--- config.mk ---
export PLATFORM = sky130hd
export DESIGN_NAME = rf_wb_sched
export DESIGN_NICKNAME = d
export VERILOG_FILES = /design/src/rtl/rf_wb_sched.sv
export SDC_FILE = /design/constraint.sdc
export NUM_CORES = 1
export LEC_CHECK = 0
export ABC_AREA = 0
export BUFFER_PORTS_ARGS = -buffer_cell sky130_fd_sc_hd__buf_2
export CAP_MARGIN = 20
export CORE_MARGIN = 8
export CORE_UTILIZATION = 49
export DETAILED_ROUTE_END_ITERATION = 8
export PLACE_DENSITY = 0.8
export SLEW_MARGIN = 10
export SYNTH_ARGS = -nofsm -noshare
export SYNTH_HDL_FRONTEND = slang
export SYNTH_SLANG_ARGS = --single-unit
export TNS_END_PERCENT = 10
--- constraint.sdc ---
create_clock -name clk -period 3.58 [get_ports clk]
set_clock_uncertainty 0.2 [all_clocks]
set_input_delay 0.537 -clock clk [delete_from_list [all_inputs] [get_ports clk]]
set_output_delay 0.537 -clock clk [all_outputs]
set_load 0.02 [all_outputs]
--- src/rtl/rf_wb_sched.sv ---
// Regfile write-port scheduler and RAW/WAW scoreboard for the ID stage.
// ALU has write-port priority; the LSU is protected against starvation.
module rf_wb_sched #(
    parameter int REG_ADDR_WIDTH = 5,
    parameter int DATA_WIDTH     = 64,
    parameter int STARVE_LIMIT   = 4
) (
    input  logic                      clk,
    input  logic                      rst_n,
    input  logic                      issue_valid,
    input  logic [REG_ADDR_WIDTH-1:0] issue_rd,
    input  logic [REG_ADDR_WIDTH-1:0] issue_rs1,
    input  logic [REG_ADDR_WIDTH-1:0] issue_rs2,
    input  logic                      issue_use_rs1,
    input  logic                      issue_use_rs2,
    input  logic                      alu_wb_valid,
    input  logic [REG_ADDR_WIDTH-1:0] alu_wb_addr,
    input  logic [DATA_WIDTH-1:0]     alu_wb_data,
    input  logic                      lsu_wb_valid,
    output logic                      lsu_wb_ready,
    input  logic [REG_ADDR_WIDTH-1:0] lsu_wb_addr,
    input  logic [DATA_WIDTH-1:0]     lsu_wb_data,
    output logic                      rf_we,
    output logic [REG_ADDR_WIDTH-1:0] rf_waddr,
    output logic [DATA_WIDTH-1:0]     rf_wdata,
    output logic                      stall_id
);

    localparam int NREG = 1 << REG_ADDR_WIDTH;
    localparam logic [3:0] LIMIT = 4'(STARVE_LIMIT);

    typedef enum logic [1:0] {
        IDLE,
        WAIT,
        HOLD
    } state_t;

    state_t                    state;
    state_t                    state_nxt;
    logic [3:0]                cnt;
    logic [3:0]                cnt_nxt;
    logic [NREG-1:0]           busy;
    logic [NREG-1:0]           busy_nxt;
    logic                      lsu_hs;
    logic                      grant;
    logic                      hazard;
    logic                      accept;
    logic                      hold;
    logic [REG_ADDR_WIDTH-1:0] g_addr;
    logic [DATA_WIDTH-1:0]     g_data;

    assign lsu_wb_ready = !alu_wb_valid;
    assign lsu_hs       = lsu_wb_valid && lsu_wb_ready;
    assign grant        = alu_wb_valid || lsu_hs;
    assign g_addr       = alu_wb_valid ? alu_wb_addr : lsu_wb_addr;
    assign g_data       = alu_wb_valid ? alu_wb_data : lsu_wb_data;

    always_ff @(posedge clk or negedge rst_n) begin
        if (!rst_n) begin
            rf_we    <= 1'b0;
            rf_waddr <= '0;
            rf_wdata <= '0;
        end else begin
            rf_we <= grant && (g_addr != '0);
            if (grant) begin
                rf_waddr <= g_addr;
                rf_wdata <= g_data;
            end
        end
    end

    assign hazard = issue_valid &&
                    ((issue_use_rs1 && busy[issue_rs1]) ||
                     (issue_use_rs2 && busy[issue_rs2]) ||
                     ((issue_rd != '0) && busy[issue_rd]));
    assign stall_id = hazard || hold;
    assign accept   = issue_valid && !stall_id;

    // Set is applied after clear so a same-edge reissue keeps the bit.
    always_comb begin
        busy_nxt = busy;
        if (rf_we) begin
            busy_nxt[rf_waddr] = 1'b0;
        end
        if (accept && (issue_rd != '0)) begin
            busy_nxt[issue_rd] = 1'b1;
        end
        busy_nxt[0] = 1'b0;
    end

    always_ff @(posedge clk or negedge rst_n) begin
        if (!rst_n) begin
            busy <= '0;
        end else begin
            busy <= busy_nxt;
        end
    end

    always_ff @(posedge clk or negedge rst_n) begin
        if (!rst_n) begin
            state <= IDLE;
            cnt   <= 4'd0;
        end else begin
            state <= state_nxt;
            cnt   <= cnt_nxt;
        end
    end

    always_comb begin
        state_nxt = state;
        cnt_nxt   = cnt;
        unique case (state)
            IDLE: begin
                if (lsu_wb_valid && !lsu_wb_ready) begin
                    cnt_nxt   = 4'd1;
                    state_nxt = (4'd1 >= LIMIT) ? HOLD : WAIT;
                end
            end
            WAIT: begin
                if (!lsu_wb_valid || lsu_hs) begin
                    state_nxt = IDLE;
                    cnt_nxt   = 4'd0;
                end else begin
                    if (cnt < LIMIT) begin
                        cnt_nxt = cnt + 4'd1;
                    end
                    if (cnt_nxt >= LIMIT) begin
                        state_nxt = HOLD;
                    end
                end
            end
            HOLD: begin
                if (!lsu_wb_valid || lsu_hs) begin
                    state_nxt = IDLE;
                    cnt_nxt   = 4'd0;
                end
            end
            default: begin
                state_nxt = IDLE;
                cnt_nxt   = 4'd0;
            end
        endcase
    end

    always_comb begin
        hold = (state == HOLD);
    end

endmodule

==> report_table.html, run 1 <==
<table>
<tr><th>Metric</th><th>Value</th></tr>
<tr><th colspan="2">GRT</th></tr>
<tr><td>Busiest grt layer</td><td>met2</td></tr>
<tr><td>GRT Resource Usage Total</td><td>0.231</td></tr>
<tr><td>Met1 Resource Use GR</td><td>0.261</td></tr>
<tr><td>Via count of the first global-routing pass</td><td>5,495</td></tr>
<tr><td>Initial antenna violation count</td><td>3</td></tr>
<tr><td>GRT met2 Usage</td><td>0.390</td></tr>
<tr><td>Global routing usage on met3</td><td>0.0785</td></tr>
<tr><td>Global-route wire length before repair</td><td>29.2 mm</td></tr>
<tr><td>Maximum number of pins on one net before global-route repair</td><td>80</td></tr>
<tr><td>Aggregate global routing overflow</td><td>0</td></tr>
<tr><th colspan="2">Route</th></tr>
<tr><td>Post-route antenna net violation count</td><td>0</td></tr>
<tr><td>Via density</td><td>5.89</td></tr>
<tr><td>Via Count</td><td>5,396</td></tr>
<tr><td>Wire length reported by the detailed router</td><td>roughly 19 mm</td></tr>
<tr><td>Detailed router's first-iteration violation count</td><td>459</td></tr>
<tr><td>WL/cell</td><td>20.6 um</td></tr>
<tr><td>Count of TritonRoute iterations in the first routing pass</td><td>5</td></tr>
<tr><td>DR DRC count</td><td>0</td></tr>
<tr><th colspan="2">Worst setup path</th></tr>
<tr><td>Cells traversed along the worst timing path</td><td>buf_2 -&gt; mux4_1 -&gt; mux4_2 -&gt; nand2b_4 -&gt; o211ai_2 -&gt; o2111ai_4 -&gt; a21o_1 -&gt; buf_2</td></tr>
<tr><td>Startpoint type of the worst setup path</td><td>input port</td></tr>
<tr><td>Max incr delay on CP</td><td>approximately 0.6 ns</td></tr>
<tr><td>Maximum net fanout on the critical path</td><td>9</td></tr>
<tr><td>Setup CP Type</td><td>input port to output pin</td></tr>
<tr><td>Critical Path Sink Type</td><td>output pin</td></tr>
<tr><td>Cell repeated most along the worst path</td><td>buf_2</td></tr>
<tr><td>Cell with the biggest individual delay on the critical path</td><td>mux4_1</td></tr>
<tr><td>Data arrival time of the critical path</td><td>2.60 ns</td></tr>
<tr><td>WP buf/inv</td><td>2</td></tr>
<tr><td>Cell family with most CP delay</td><td>multiplexers</td></tr>
<tr><td>Required time at the worst-slack endpoint</td><td>2.84 ns</td></tr>
<tr><th colspan="2">Floorplan</th></tr>
<tr><td>Die span in y</td><td>between 100 and 150 um</td></tr>
<tr><td>Total core area</td><td>11,900 um2</td></tr>
<tr><td>Width of the chip</td><td>126 um</td></tr>
<tr><td>Initial core utilization</td><td>0.498</td></tr>
<tr><td>Floorplan die area</td><td>15,900 um2</td></tr>
<tr><td>Floorplan row count</td><td>40</td></tr>
<tr><td>Number of top-level design ports</td><td>232</td></tr>
<tr><th colspan="2">Logic synthesis</th></tr>
<tr><td>Xor/xnor cell area share of the yosys netlist</td><td>0.00148</td></tr>
<tr><td>Number of flip-flops and latches in the synthesized netlist</td><td>107</td></tr>
<tr><td>Synth Net Count</td><td>724</td></tr>
<tr><td>Most frequently used flop master after synthesis</td><td>dfrtp_1</td></tr>
<tr><td>Number of instances in the synthesized netlist</td><td>approximately 560</td></tr>
<tr><td>Post-synth ARST share</td><td>1.00</td></tr>
<tr><td>Simple-Gate Fraction of Synth Area</td><td>0.113</td></tr>
<tr><td>Seq/Total Area, Yosys</td><td>0.451</td></tr>
<tr><td>Number of warnings issued by yosys</td><td>0</td></tr>
<tr><td>EDFF count, synth</td><td>0</td></tr>
<tr><td>Fraction of the mapped netlist area in compound gates</td><td>0.164</td></tr>
<tr><td>Synth Area in Adders</td><td>0.00211</td></tr>
<tr><td>Number of distinct library cells after synthesis</td><td>52</td></tr>
<tr><td>Avg Cell Area, Syn</td><td>approximately 11 um2</td></tr>
<tr><td>Syn Std Cell Area</td><td>around 6000 um2</td></tr>
<tr><td>Mux contribution to synthesized area</td><td>0.217</td></tr>
<tr><td>Largest family of logic cells by synthesized area</td><td>multiplexers</td></tr>
<tr><th colspan="2">STA</th></tr>
<tr><td>Period utilisation layout</td><td>0.933</td></tr>
<tr><td>Summed negative setup slack over all endpoints</td><td>0 ns</td></tr>
<tr><td>Final setup viols</td><td>0</td></tr>
<tr><td>Setup repair after global routing missed its margin</td><td>no</td></tr>
<tr><td>Count of endpoints failing hold in the final timing report</td><td>0</td></tr>
<tr><td>Worst slew margin relative to its limit</td><td>0.522</td></tr>
<tr><td>Final count of pins violating max slew</td><td>0</td></tr>
<tr><td>Transition time at the pin with the least slew margin</td><td>0.715 ns</td></tr>
<tr><td>Crit path setup slack, layout</td><td>0.241 ns</td></tr>
<tr><td>Post-layout min period</td><td>3.34 ns</td></tr>
<tr><td>Peak Freq</td><td>299 MHz</td></tr>
<tr><th colspan="2">Placed design</th></tr>
<tr><td>Post-Place Worst Slack</td><td>0.250 ns</td></tr>
<tr><td>I/O Buffers</td><td>231</td></tr>
<tr><td>Dpl cell area</td><td>7060 um2</td></tr>
<tr><td>Cell count after placement</td><td>901</td></tr>
<tr><td>Final weighted congestion in routability-driven placement</td><td>1.01</td></tr>
<tr><td>Final HPWL DP</td><td>between 10 and 15 mm</td></tr>
<tr><th colspan="2">Clock network</th></tr>
<tr><td>Number of clock buffers inserted by TritonCTS</td><td>9</td></tr>
<tr><td>CTS clock-pin slew for the worst setup and hold paths</td><td>about 0.060 ns</td></tr>
<tr><td>Max Root-Sink Buffers</td><td>2</td></tr>
<tr><td>CTS Root Buffer Type</td><td>clkbuf_16</td></tr>
<tr><td>Total number of H-tree levels</td><td>3</td></tr>
<tr><td>Post-CTS setup-driven buffer insertion count</td><td>0</td></tr>
<tr><td>Cts repair resizes</td><td>0</td></tr>
<tr><td>CTS tree</td><td>built</td></tr>
<tr><td>Sinks on the clock net</td><td>between 100 and 150</td></tr>
<tr><td>Number of hold buffers added after CTS</td><td>0</td></tr>
<tr><td>Clock latency of the later-clocked register in the worst-skew pair</td><td>0.34 ns</td></tr>
<tr><th colspan="2">Hold path</th></tr>
<tr><td>Worst hold-check path type</td><td>input port to asynchronous set/reset pin</td></tr>
<tr><th colspan="2">Finish</th></tr>
<tr><td>Post-route cell area</td><td>between 7000 and 8000 um2</td></tr>
<tr><td>Area growth, synth to finish</td><td>23.9%</td></tr>
<tr><td>NumNets Final</td><td>926</td></tr>
<tr><td>Non-Filler Instances</td><td>roughly 920</td></tr>
<tr><td>Layout fillers</td><td>978</td></tr>
<tr><td>Area taken by flip-flops and latches</td><td>2680 um2</td></tr>
<tr><td>Final cell utilization of the core</td><td>0.618</td></tr>
<tr><td>Footprint of the multi-input gates</td><td>around 3000 um2</td></tr>
<tr><td>Share of layout cells above drive strength 1</td><td>0.362</td></tr>
<tr><th colspan="2">Pwr</th></tr>
<tr><td>VDD IR-drop max</td><td>about 0.0003 V</td></tr>
<tr><td>Static leakage power</td><td>3.57 nW</td></tr>
<tr><td>Total power density per cell area</td><td>just over 500 nW/um2</td></tr>
<tr><th colspan="2">Flow run</th></tr>
<tr><td>Max-cap violations</td><td>0</td></tr>
<tr><th colspan="2">Outcome</th></tr>
<tr><td>Status</td><td>finished clean</td></tr>
</table>
[cell families (layout without fill, tap and decap cells)]
kind of cell / count (synthesis) / after routing
and+or+nand+nor: 143 / 143
DFF: 107 / 107
buffers and inverters: 54 / 259
AOI/OAI and AO/OA: 159 / 159
other: 0 / 1
xor gates and xnor gates: 1 / 1
muxes: 98 / 98
adders and majority gates: 1 / 1
[worst paths after layout]
path / startpoint / depth (start not counted) / to / slack (ns)
worst max-delay path: issue_rs1[1] / 8 / stall_id / 0.24
worst min-delay path: rst_n / 1 / rf_wdata[52] / 0.01
worst max register to register: busy[29] / 7 / busy[12] / 0.73
worst min register to register: rf_wdata[34] / 2 / rf_wdata[34] / 0.36
max in group asynchronous: rst_n / 2 / busy[21] / 2.41
min in group clk: alu_wb_data[24] / 3 / rf_wdata[24] / 0.20
[worst register-to-register path, stage by stage (launching register included)]
cell and delay (ns):
dfrtp_1 0.43, mux4_1 0.52, mux4_2 0.47, nand2b_4 0.15
o211ai_2 0.10, o2111ai_4 0.17, buf_4 0.29, o41ai_1 0.41
[layout make-up]
| class | instances | share of cell area |
|---|---|---|
| Antenna cell | 1 | 0.000340 |
| Timing Repair Buffer | 236 | 0.165 |
| Clock buffer | 10 | 0.0325 |
| Sequential cell | 107 | 0.364 |
| Inverter | 9 | 0.00459 |
| Clock inverter | 4 | 0.00697 |
| Multi-Input combinational cell | 402 | 0.402 |
| Tap cell | 147 | 0.0250 |
[cell usage in the layout, fill, tap and decap left out, types with 3 or more instances in the layout]
master,count
buf_2,228
dfrtp_1,107
o21ai_0,103
nand2_1,81
mux2i_1,74
o31ai_1,24
nor2_1,14
mux4_2,13
nand3_1,11
nand3b_1,10
a21oi_1,10
inv_1,9
clkbuf_16,9
mux4_1,7
buf_4,7
nand2b_1,4
nor2b_1,4
nand4_1,4
nor3_1,4
o22ai_1,3
o31ai_2,3
[cell usage after synthesis (all sizes together) (3+ instances only)]
cell / count / area (um2)
inv: 9 / 33.8
a21oi: 10 / 50.1
nor2: 14 / 52.6
clkbuf: 30 / 153
mux2i: 74 / 741
mux4: 22 / 527
nand4: 4 / 25.0
dfrtp: 107 / 2680
o31ai: 27 / 218
o22ai: 3 / 18.8
nand3b: 10 / 75.1
nand2: 81 / 304
buf: 15 / 118
nand2b: 5 / 38.8
o41ai: 4 / 50.1
nor2b: 4 / 25.0
nand3: 11 / 55.1
o21ai: 103 / 515
nor3: 4 / 20.0
[where the power goes]
| group | switching (mW) | internal [mW] | leakage [nW] |
|---|---|---|---|
| clock network | 0.428 | 0.555 | 0.141 |
| logic | 0.539 | 0.518 | 2.13 |
| registers | 0.260 | 1.44 | 1.30 |
[sequential cells by signal (all words and copies together), names as in the netlist]
register,cells
rf_wdata,64
busy,31
rf_waddr,5
cnt,4
state,2
rf_we,1
[metrics by stage]
stage	hold slack, ns	total power, mW
floorplan	0.0414	2.35
global placement	0.342	2.68
detailed placement	0.354	2.76
CTS	0.0303	3.74
global route	0.0630	3.91
finish	0.0147	3.74
[metal layers]
| metal | part of all wire | wire [um] |
|---|---|---|
| met1 | 0.36 | 6870 |
| met2 | 0.50 | 9470 |
| met3 | 0.092 | 1730 |
| met5 | 0.0016 | 30 |
| met4 | 0.040 | 755 |
Note: power is estimated with default switching activity, not from simulation.
==> run 2: changes to the inputs <==
--- a/config.mk
+++ b/config.mk
@@ -9,9 +9,8 @@
 export BUFFER_PORTS_ARGS = -buffer_cell sky130_fd_sc_hd__buf_2
 export CAP_MARGIN = 20
 export CORE_MARGIN = 8
-export CORE_UTILIZATION = 49
+export CORE_UTILIZATION = 32
 export DETAILED_ROUTE_END_ITERATION = 8
-export PLACE_DENSITY = 0.8
 export SLEW_MARGIN = 10
 export SYNTH_ARGS = -nofsm -noshare
 export SYNTH_HDL_FRONTEND = slang
==> report_table.html, run 2 (synthesis results as in run 1) <==
<table>
<tr><th>Metric</th><th>Value</th></tr>
<tr><th colspan="2">Placed design</th></tr>
<tr><td>I/O Buffers</td><td>~230</td></tr>
<tr><td>Dpl cell area</td><td>7200 um2</td></tr>
<tr><td>Cell count after placement</td><td>991</td></tr>
<tr><td>Post-Place Worst Slack</td><td>0.222 ns</td></tr>
<tr><td>Final HPWL DP</td><td>15.3 mm</td></tr>
<tr><td>Final weighted congestion in routability-driven placement</td><td>between 0.8 and 0.9</td></tr>
<tr><th colspan="2">Floorplan</th></tr>
<tr><td>Total core area</td><td>approximately 18,000 um2</td></tr>
<tr><td>Floorplan row count</td><td>50</td></tr>
<tr><td>Width of the chip</td><td>approximately 150 um</td></tr>
<tr><td>Die span in y</td><td>152 um</td></tr>
<tr><td>Initial core utilization</td><td>0.322</td></tr>
<tr><td>Floorplan die area</td><td>23,200 um2</td></tr>
<tr><td>Number of top-level design ports</td><td>roughly 230</td></tr>
<tr><th colspan="2">STA</th></tr>
<tr><td>Peak Freq</td><td>300 MHz</td></tr>
<tr><td>Transition time at the pin with the least slew margin</td><td>between 0.7 and 0.8 ns</td></tr>
<tr><td>Setup repair after global routing missed its margin</td><td>no</td></tr>
<tr><td>Worst slew margin relative to its limit</td><td>0.531</td></tr>
<tr><td>Final count of pins violating max slew</td><td>0</td></tr>
<tr><td>Period utilisation layout</td><td>0.932</td></tr>
<tr><td>Crit path setup slack, layout</td><td>around 0.24 ns</td></tr>
<tr><td>Summed negative setup slack over all endpoints</td><td>0 ns</td></tr>
<tr><td>Final setup viols</td><td>0</td></tr>
<tr><td>Post-layout min period</td><td>3.34 ns</td></tr>
<tr><td>Count of endpoints failing hold in the final timing report</td><td>0</td></tr>
<tr><th colspan="2">GRT</th></tr>
<tr><td>Initial antenna violation count</td><td>6</td></tr>
<tr><td>Busiest grt layer</td><td>met2</td></tr>
<tr><td>Met1 Resource Use GR</td><td>0.203</td></tr>
<tr><td>GRT met2 Usage</td><td>0.280</td></tr>
<tr><td>GRT Resource Usage Total</td><td>0.171</td></tr>
<tr><td>Global-route wire length before repair</td><td>31.4 mm</td></tr>
<tr><td>Maximum number of pins on one net before global-route repair</td><td>~70</td></tr>
<tr><td>Global routing usage on met3</td><td>0.0655</td></tr>
<tr><td>Via count of the first global-routing pass</td><td>roughly 5,400</td></tr>
<tr><td>Aggregate global routing overflow</td><td>0</td></tr>
<tr><th colspan="2">Finish</th></tr>
<tr><td>Layout fillers</td><td>1,819</td></tr>
<tr><td>Footprint of the multi-input gates</td><td>2960 um2</td></tr>
<tr><td>Largest register FFs</td><td>64</td></tr>
<tr><td>Share of layout cells above drive strength 1</td><td>0.366</td></tr>
<tr><td>Register with the most flip-flops</td><td>rf_wdata</td></tr>
<tr><td>Area growth, synth to finish</td><td>26.4%</td></tr>
<tr><td>Registers with the highest flip-flop counts</td><td>rf_wdata: 64 flops, busy: 31 flops, rf_waddr: 5 flops</td></tr>
<tr><td>NumNets Final</td><td>930</td></tr>
<tr><td>Commonest non-fill, non-tap cells in the layout</td><td>buf_2 (228), dfrtp_1 (107), o21ai_0 (103)</td></tr>
<tr><td>Most common library cell in the layout ignoring fill and taps</td><td>buf_2</td></tr>
<tr><td>Non-Filler Instances</td><td>1,010</td></tr>
<tr><td>Post-route cell area</td><td>7510 um2</td></tr>
<tr><td>Area taken by flip-flops and latches</td><td>2680 um2</td></tr>
<tr><th colspan="2">Clock network</th></tr>
<tr><td>Post-CTS setup-driven buffer insertion count</td><td>0</td></tr>
<tr><td>Number of hold buffers added after CTS</td><td>1</td></tr>
<tr><td>Clock latency of the later-clocked register in the worst-skew pair</td><td>around 0.36 ns</td></tr>
<tr><td>Max Root-Sink Buffers</td><td>2</td></tr>
<tr><td>CTS tree</td><td>built</td></tr>
<tr><td>Cts repair resizes</td><td>0</td></tr>
<tr><td>CTS clock-pin slew for the worst setup and hold paths</td><td>0.08 ns</td></tr>
<tr><td>Number of clock buffers inserted by TritonCTS</td><td>9</td></tr>
<tr><td>CTS Root Buffer Type</td><td>clkbuf_16</td></tr>
<tr><td>Sinks on the clock net</td><td>107</td></tr>
<tr><td>Total number of H-tree levels</td><td>3</td></tr>
<tr><th colspan="2">Hold path</th></tr>
<tr><td>Worst hold-check path type</td><td>input port to register</td></tr>
<tr><td>Hold path cells</td><td>3</td></tr>
<tr><td>Worst min-delay path endpoint</td><td>rf_wdata[33]</td></tr>
<tr><td>Source of the worst hold timing path</td><td>alu_wb_data[33]</td></tr>
<tr><th colspan="2">Pwr</th></tr>
<tr><td>Final Total Pwr</td><td>roughly 3.7 mW</td></tr>
<tr><td>Net Switching</td><td>approximately 1.3 mW</td></tr>
<tr><td>Flop pwr share</td><td>0.453</td></tr>
<tr><td>VDD IR-drop max</td><td>0.000200 V</td></tr>
<tr><td>Total power density per cell area</td><td>497 nW/um2</td></tr>
<tr><td>Static leakage power</td><td>3.59 nW</td></tr>
<tr><td>Power share of the combinational group</td><td>0.279</td></tr>
<tr><td>Internal power summed over all cells</td><td>2.46 mW</td></tr>
<tr><td>Proportion of total power due to net switching</td><td>0.341</td></tr>
<tr><td>Clock Power Share</td><td>0.268</td></tr>
<tr><th colspan="2">Route</th></tr>
<tr><td>Wire length reported by the detailed router</td><td>19.8 mm</td></tr>
<tr><td>WL/cell</td><td>approximately 20 um</td></tr>
<tr><td>DR DRC count</td><td>0</td></tr>
<tr><td>Detailed router's first-iteration violation count</td><td>345</td></tr>
<tr><td>Post-route antenna net violation count</td><td>0</td></tr>
<tr><td>Via Count</td><td>5,201</td></tr>
<tr><td>Via density</td><td>5.15</td></tr>
<tr><td>Count of TritonRoute iterations in the first routing pass</td><td>5</td></tr>
<tr><th colspan="2">Worst setup path</th></tr>
<tr><td>Crit Reg-Reg Endpoint</td><td>busy[4]</td></tr>
<tr><td>Maximum net fanout on the critical path</td><td>9</td></tr>
<tr><td>Setup CP Type</td><td>input port to output pin</td></tr>
<tr><td>Critical register-to-register path startpoint</td><td>busy[18]</td></tr>
<tr><td>Required time at the worst-slack endpoint</td><td>roughly 2.8 ns</td></tr>
<tr><td>Data arrival time of the critical path</td><td>about 2.6 ns</td></tr>
<tr><td>Path depth of the worst reg2reg path</td><td>7</td></tr>
<tr><td>Slack of the worst reg-to-reg path</td><td>about 0.8 ns</td></tr>
<tr><td>Startpoint type of the worst setup path</td><td>input port</td></tr>
<tr><td>Critical Path Sink Type</td><td>output pin</td></tr>
<tr><th colspan="2">Flow run</th></tr>
<tr><td>Max-cap violations</td><td>0</td></tr>
<tr><th colspan="2">Outcome</th></tr>
<tr><td>Status</td><td>finished clean</td></tr>
</table>
## run 2: cell types whose count changed in the layout (fill, tap and decap cells not counted)
cell / before / now
buf_4: 7 / 10
bufinv_16: 1 / 0
dlygate4sd3_1: 0 / 1
diode_2: 1 / 2
clkinv_4: 0 / 2
clkinv_2: 1 / 0
inv_8: 0 / 2
## run 2: routing by layer
| metal | up-vias | wire (um) |
|---|---|---|
| met2 | 225 | 9530 |
| met4 | 10 | 281 |
| met5 | - | 62 |
| met3 | 29 | 1830 |
| li1 | 2486 | - |
| met1 | 2451 | 8110 |
## run 2: how the worst max path moves through the flow
stage                to    startpoint  cells past startpoint  slack [ns]
2_1_floorplan  stall_id  issue_rs1[1]                      8        0.38
3_5_place_dp   stall_id   issue_rd[0]                      8        0.22
6_report       stall_id  issue_rs1[1]                      8        0.24
5_1_grt        stall_id   issue_rd[0]                      8        0.07
3_3_place_gp   stall_id   issue_rd[0]                      8        0.22
4_1_cts        stall_id  issue_rs1[1]                      8        0.22
## run 2: metrics by stage
stage | utilization | hold WS [ns]
6_report | 0.407 | 0.180
3_3_place_gp | 0.390 | 0.344
2_1_floorplan | - | 0.0414
4_1_cts | 0.406 | 0.166
5_1_grt | 0.406 | 0.184
3_5_place_dp | 0.390 | 0.349
## run 2: power groups by stage
stage | sequential, mW | combinational [mW] | clock [mW]
after floorplan | 1.67 | 0.672 | 0
after global placement | 1.70 | 1.04 | 0
after detailed placement | 1.70 | 1.05 | 0
after CTS | 1.68 | 1.05 | 1.04
after global routing | 1.72 | 1.15 | 1.07
final | 1.69 | 1.04 | 1.00
## run 2: critical path, cell delays in order
cell	delay, ns
buf_2	0.21
mux4_1	0.58
mux4_2	0.46
nand2b_4	0.15
o211ai_2	0.10
o2111ai_4	0.18
a21o_1	0.22
buf_2	0.16
## run 2: cell type report
type / count / area share
Tap cell: 234 / 0.0390
Clock inverter: 6 / 0.00750
Multi-Input combinational cell: 402 / 0.394
Clock buffer: 10 / 0.0318
Antenna cell: 2 / 0.000667
Timing Repair Buffer: 240 / 0.166
Inverter: 9 / 0.00450
Sequential cell: 107 / 0.357
==> run 3: changes to the inputs <==
--- a/config.mk
+++ b/config.mk
@@ -6,11 +6,13 @@
 export NUM_CORES = 1
 export LEC_CHECK = 0
 export ABC_AREA = 0
+export ABC_CLOCK_PERIOD_IN_PS = 3800
 export BUFFER_PORTS_ARGS = -buffer_cell sky130_fd_sc_hd__buf_2
 export CAP_MARGIN = 20
 export CORE_MARGIN = 8
-export CORE_UTILIZATION = 32
+export CORE_UTILIZATION = 49
 export DETAILED_ROUTE_END_ITERATION = 8
+export PLACE_DENSITY = 0.8
 export SLEW_MARGIN = 10
 export SYNTH_ARGS = -nofsm -noshare
 export SYNTH_HDL_FRONTEND = slang
==> constraint.sdc (replaced) <==
create_clock -name clk -period 3.8 [get_ports clk]
set_clock_uncertainty 0.2 [all_clocks]
set_input_delay 0.57 -clock clk [delete_from_list [all_inputs] [get_ports clk]]
set_output_delay 0.57 -clock clk [all_outputs]
set_load 0.02 [all_outputs]
==> report_table.html, run 3 (synthesis results as in run 1) <==
<table>
<tr><th>Metric</th><th>Value</th></tr>
<tr><th colspan="2">Floorplan</th></tr>
<tr><td>Number of top-level design ports</td><td>232</td></tr>
<tr><td>Floorplan row count</td><td>40</td></tr>
<tr><td>Total core area</td><td>about 12,000 um2</td></tr>
<tr><td>Die span in y</td><td>~130 um</td></tr>
<tr><td>Floorplan die area</td><td>15,900 um2</td></tr>
<tr><td>Initial core utilization</td><td>0.498</td></tr>
<tr><td>Width of the chip</td><td>126 um</td></tr>
<tr><th colspan="2">Worst setup path</th></tr>
<tr><td>Cell repeated most along the worst path</td><td>buf_2</td></tr>
<tr><td>Setup CP Type</td><td>input port to output pin</td></tr>
<tr><td>Startpoint type of the worst setup path</td><td>input port</td></tr>
<tr><td>Cell with the biggest individual delay on the critical path</td><td>mux4_2</td></tr>
<tr><td>Critical Path Sink Type</td><td>output pin</td></tr>
<tr><td>Data arrival time of the critical path</td><td>about 2.7 ns</td></tr>
<tr><td>Cells traversed along the worst timing path</td><td>buf_2 -&gt; mux4_2 -&gt; mux2i_1 -&gt; o32ai_1 -&gt; a311oi_1 -&gt; o2111ai_4 -&gt; a21o_1 -&gt; buf_2</td></tr>
<tr><td>Required time at the worst-slack endpoint</td><td>about 3.0 ns</td></tr>
<tr><td>Maximum net fanout on the critical path</td><td>19</td></tr>
<tr><td>Max incr delay on CP</td><td>about 0.56 ns</td></tr>
<tr><th colspan="2">Route</th></tr>
<tr><td>Wire length reported by the detailed router</td><td>18.7 mm</td></tr>
<tr><td>DR DRC count</td><td>0</td></tr>
<tr><td>Count of TritonRoute iterations in the first routing pass</td><td>5</td></tr>
<tr><td>Via Count</td><td>~5,300</td></tr>
<tr><td>WL/cell</td><td>~20 um</td></tr>
<tr><td>Via density</td><td>5.83</td></tr>
<tr><td>Detailed router's first-iteration violation count</td><td>roughly 460</td></tr>
<tr><td>Post-route antenna net violation count</td><td>0</td></tr>
<tr><th colspan="2">Clock network</th></tr>
<tr><td>Sinks on the clock net</td><td>107</td></tr>
<tr><td>Clock latency of the later-clocked register in the worst-skew pair</td><td>0.34 ns</td></tr>
<tr><td>Max Root-Sink Buffers</td><td>2</td></tr>
<tr><td>Number of hold buffers added after CTS</td><td>0</td></tr>
<tr><td>CTS Root Buffer Type</td><td>clkbuf_16</td></tr>
<tr><td>Number of clock buffers inserted by TritonCTS</td><td>9</td></tr>
<tr><td>CTS clock-pin slew for the worst setup and hold paths</td><td>0.06 ns</td></tr>
<tr><td>CTS tree</td><td>built</td></tr>
<tr><td>Post-CTS setup-driven buffer insertion count</td><td>0</td></tr>
<tr><td>Total number of H-tree levels</td><td>3</td></tr>
<tr><td>Cts repair resizes</td><td>0</td></tr>
<tr><th colspan="2">Finish</th></tr>
<tr><td>NumNets Final</td><td>925</td></tr>
<tr><td>Largest register FFs</td><td>64</td></tr>
<tr><td>Commonest non-fill, non-tap cells in the layout</td><td>buf_2 (228), dfrtp_1 (107), o21ai_0 (103)</td></tr>
<tr><td>Share of layout cells above drive strength 1</td><td>0.363</td></tr>
<tr><td>Area growth, synth to finish</td><td>24.9%</td></tr>
<tr><td>Register with the most flip-flops</td><td>rf_wdata</td></tr>
<tr><td>Layout fillers</td><td>977</td></tr>
<tr><td>Most common library cell in the layout ignoring fill and taps</td><td>buf_2</td></tr>
<tr><td>Registers with the highest flip-flop counts</td><td>rf_wdata: 64 flops, busy: 31 flops, rf_waddr: 5 flops</td></tr>
<tr><th colspan="2">STA</th></tr>
<tr><td>Post-layout min period</td><td>~3.5 ns</td></tr>
<tr><td>Setup repair after global routing missed its margin</td><td>no</td></tr>
<tr><td>Worst slew margin relative to its limit</td><td>0.512</td></tr>
<tr><td>Count of endpoints failing hold in the final timing report</td><td>0</td></tr>
<tr><td>Peak Freq</td><td>287 MHz</td></tr>
<tr><td>Final setup viols</td><td>0</td></tr>
<tr><td>Final count of pins violating max slew</td><td>0</td></tr>
<tr><td>Transition time at the pin with the least slew margin</td><td>0.732 ns</td></tr>
<tr><td>Final hold slack</td><td>0.105 ns</td></tr>
<tr><td>Period utilisation layout</td><td>0.915</td></tr>
<tr><td>Summed negative setup slack over all endpoints</td><td>0 ns</td></tr>
<tr><th colspan="2">Pwr</th></tr>
<tr><td>Proportion of total power due to net switching</td><td>0.319</td></tr>
<tr><td>Power share of the combinational group</td><td>0.269</td></tr>
<tr><td>VDD IR-drop max</td><td>about 0.0003 V</td></tr>
<tr><td>Static leakage power</td><td>~3.6 nW</td></tr>
<tr><td>Internal power summed over all cells</td><td>around 2.5 mW</td></tr>
<tr><td>Total power density per cell area</td><td>around 500 nW/um2</td></tr>
<tr><td>Flop pwr share</td><td>0.432</td></tr>
<tr><td>Clock Power Share</td><td>0.299</td></tr>
<tr><td>Net Switching</td><td>1.18 mW</td></tr>
<tr><th colspan="2">Placed design</th></tr>
<tr><td>Final weighted congestion in routability-driven placement</td><td>0.946</td></tr>
<tr><td>I/O Buffers</td><td>231</td></tr>
<tr><td>Final HPWL DP</td><td>around 14 mm</td></tr>
<tr><th colspan="2">Flow run</th></tr>
<tr><td>Max-cap violations</td><td>0</td></tr>
<tr><th colspan="2">GRT</th></tr>
<tr><td>Aggregate global routing overflow</td><td>0</td></tr>
<tr><td>Global-route wire length before repair</td><td>29.5 mm</td></tr>
<tr><td>Maximum number of pins on one net before global-route repair</td><td>108</td></tr>
<tr><td>GRT Resource Usage Total</td><td>0.232</td></tr>
<tr><td>Initial antenna violation count</td><td>4</td></tr>
<tr><td>Via count of the first global-routing pass</td><td>approximately 5,700</td></tr>
<tr><th colspan="2">Outcome</th></tr>
<tr><td>Status</td><td>finished clean</td></tr>
<tr><th colspan="2">Hold path</th></tr>
<tr><td>Worst hold-check path type</td><td>input port to asynchronous set/reset pin</td></tr>
</table>
run 3: layout make-up:
class,instances,area [um2],area share
multi-input combinational,402,2960,0.398
sequential,107,2680,0.361
timing repair buffer,235,1210,0.163
clock buffer,10,239,0.0322
tap,147,184,0.0248
clock inverter,6,119,0.0160
inverter,9,33.8,0.00455
antenna,1,2.50,0.000337
run 3: power by group through the flow:
stage | logic [mW] | clock network [mW] | registers, mW
after floorplan | 0.633 | 0 | 1.58
after detailed placement | 0.989 | 0 | 1.60
final | 0.991 | 1.10 | 1.59
after global routing | 1.07 | 1.16 | 1.61
after global placement | 0.947 | 0 | 1.59
after CTS | 0.994 | 1.12 | 1.58
run 3: critical path, delay by kind of cell:
kind | cells | cell delay [ns]
multiplexers | 2 | 0.71
buffers and inverters | 2 | 0.55
AO/OA/AOI/OAI | 4 | 0.85
run 3: layer usage:
layer,vias to the layer above,GRT usage,share of wire
li1,2469,-,-
met1,2560,0.255,0.37
met2,262,0.398,0.50
met3,48,0.0878,0.098
met4,6,0.0927,0.034
met5,-,0,0.0017
run 3: path summary, 6_finish.rpt:
check                                     start  slack, ns  depth (start not counted)           end
worst min register to register     rf_wdata[35]       0.37                          2  rf_wdata[35]
worst max-delay path                issue_rd[0]       0.32                          8      stall_id
worst min-delay path                      rst_n       0.10                          2  rf_wdata[47]
max in group asynchronous                 rst_n       2.88                          2  rf_wdata[60]
worst max register to register         busy[27]       0.99                          7      busy[12]
min in group clk                alu_wb_data[13]       0.23                          3  rf_wdata[13]
run 3: stage by stage:
| stage | power [mW] | cells | setup WS [ns] | utilization | area [um2] |
|---|---|---|---|---|---|
| finish | 3.68 | 917 | 0.321 | 0.623 | 7420 |
| global route | 3.84 | 917 | 0.216 | 0.623 | 7420 |
| CTS | 3.69 | 916 | 0.319 | 0.622 | 7410 |
| detailed placement | 2.59 | 900 | 0.325 | 0.592 | 7060 |
| global placement | 2.53 | 900 | 0.356 | 0.592 | 7060 |
| floorplan | 2.21 | 563 | 0.532 | - | 5940 |
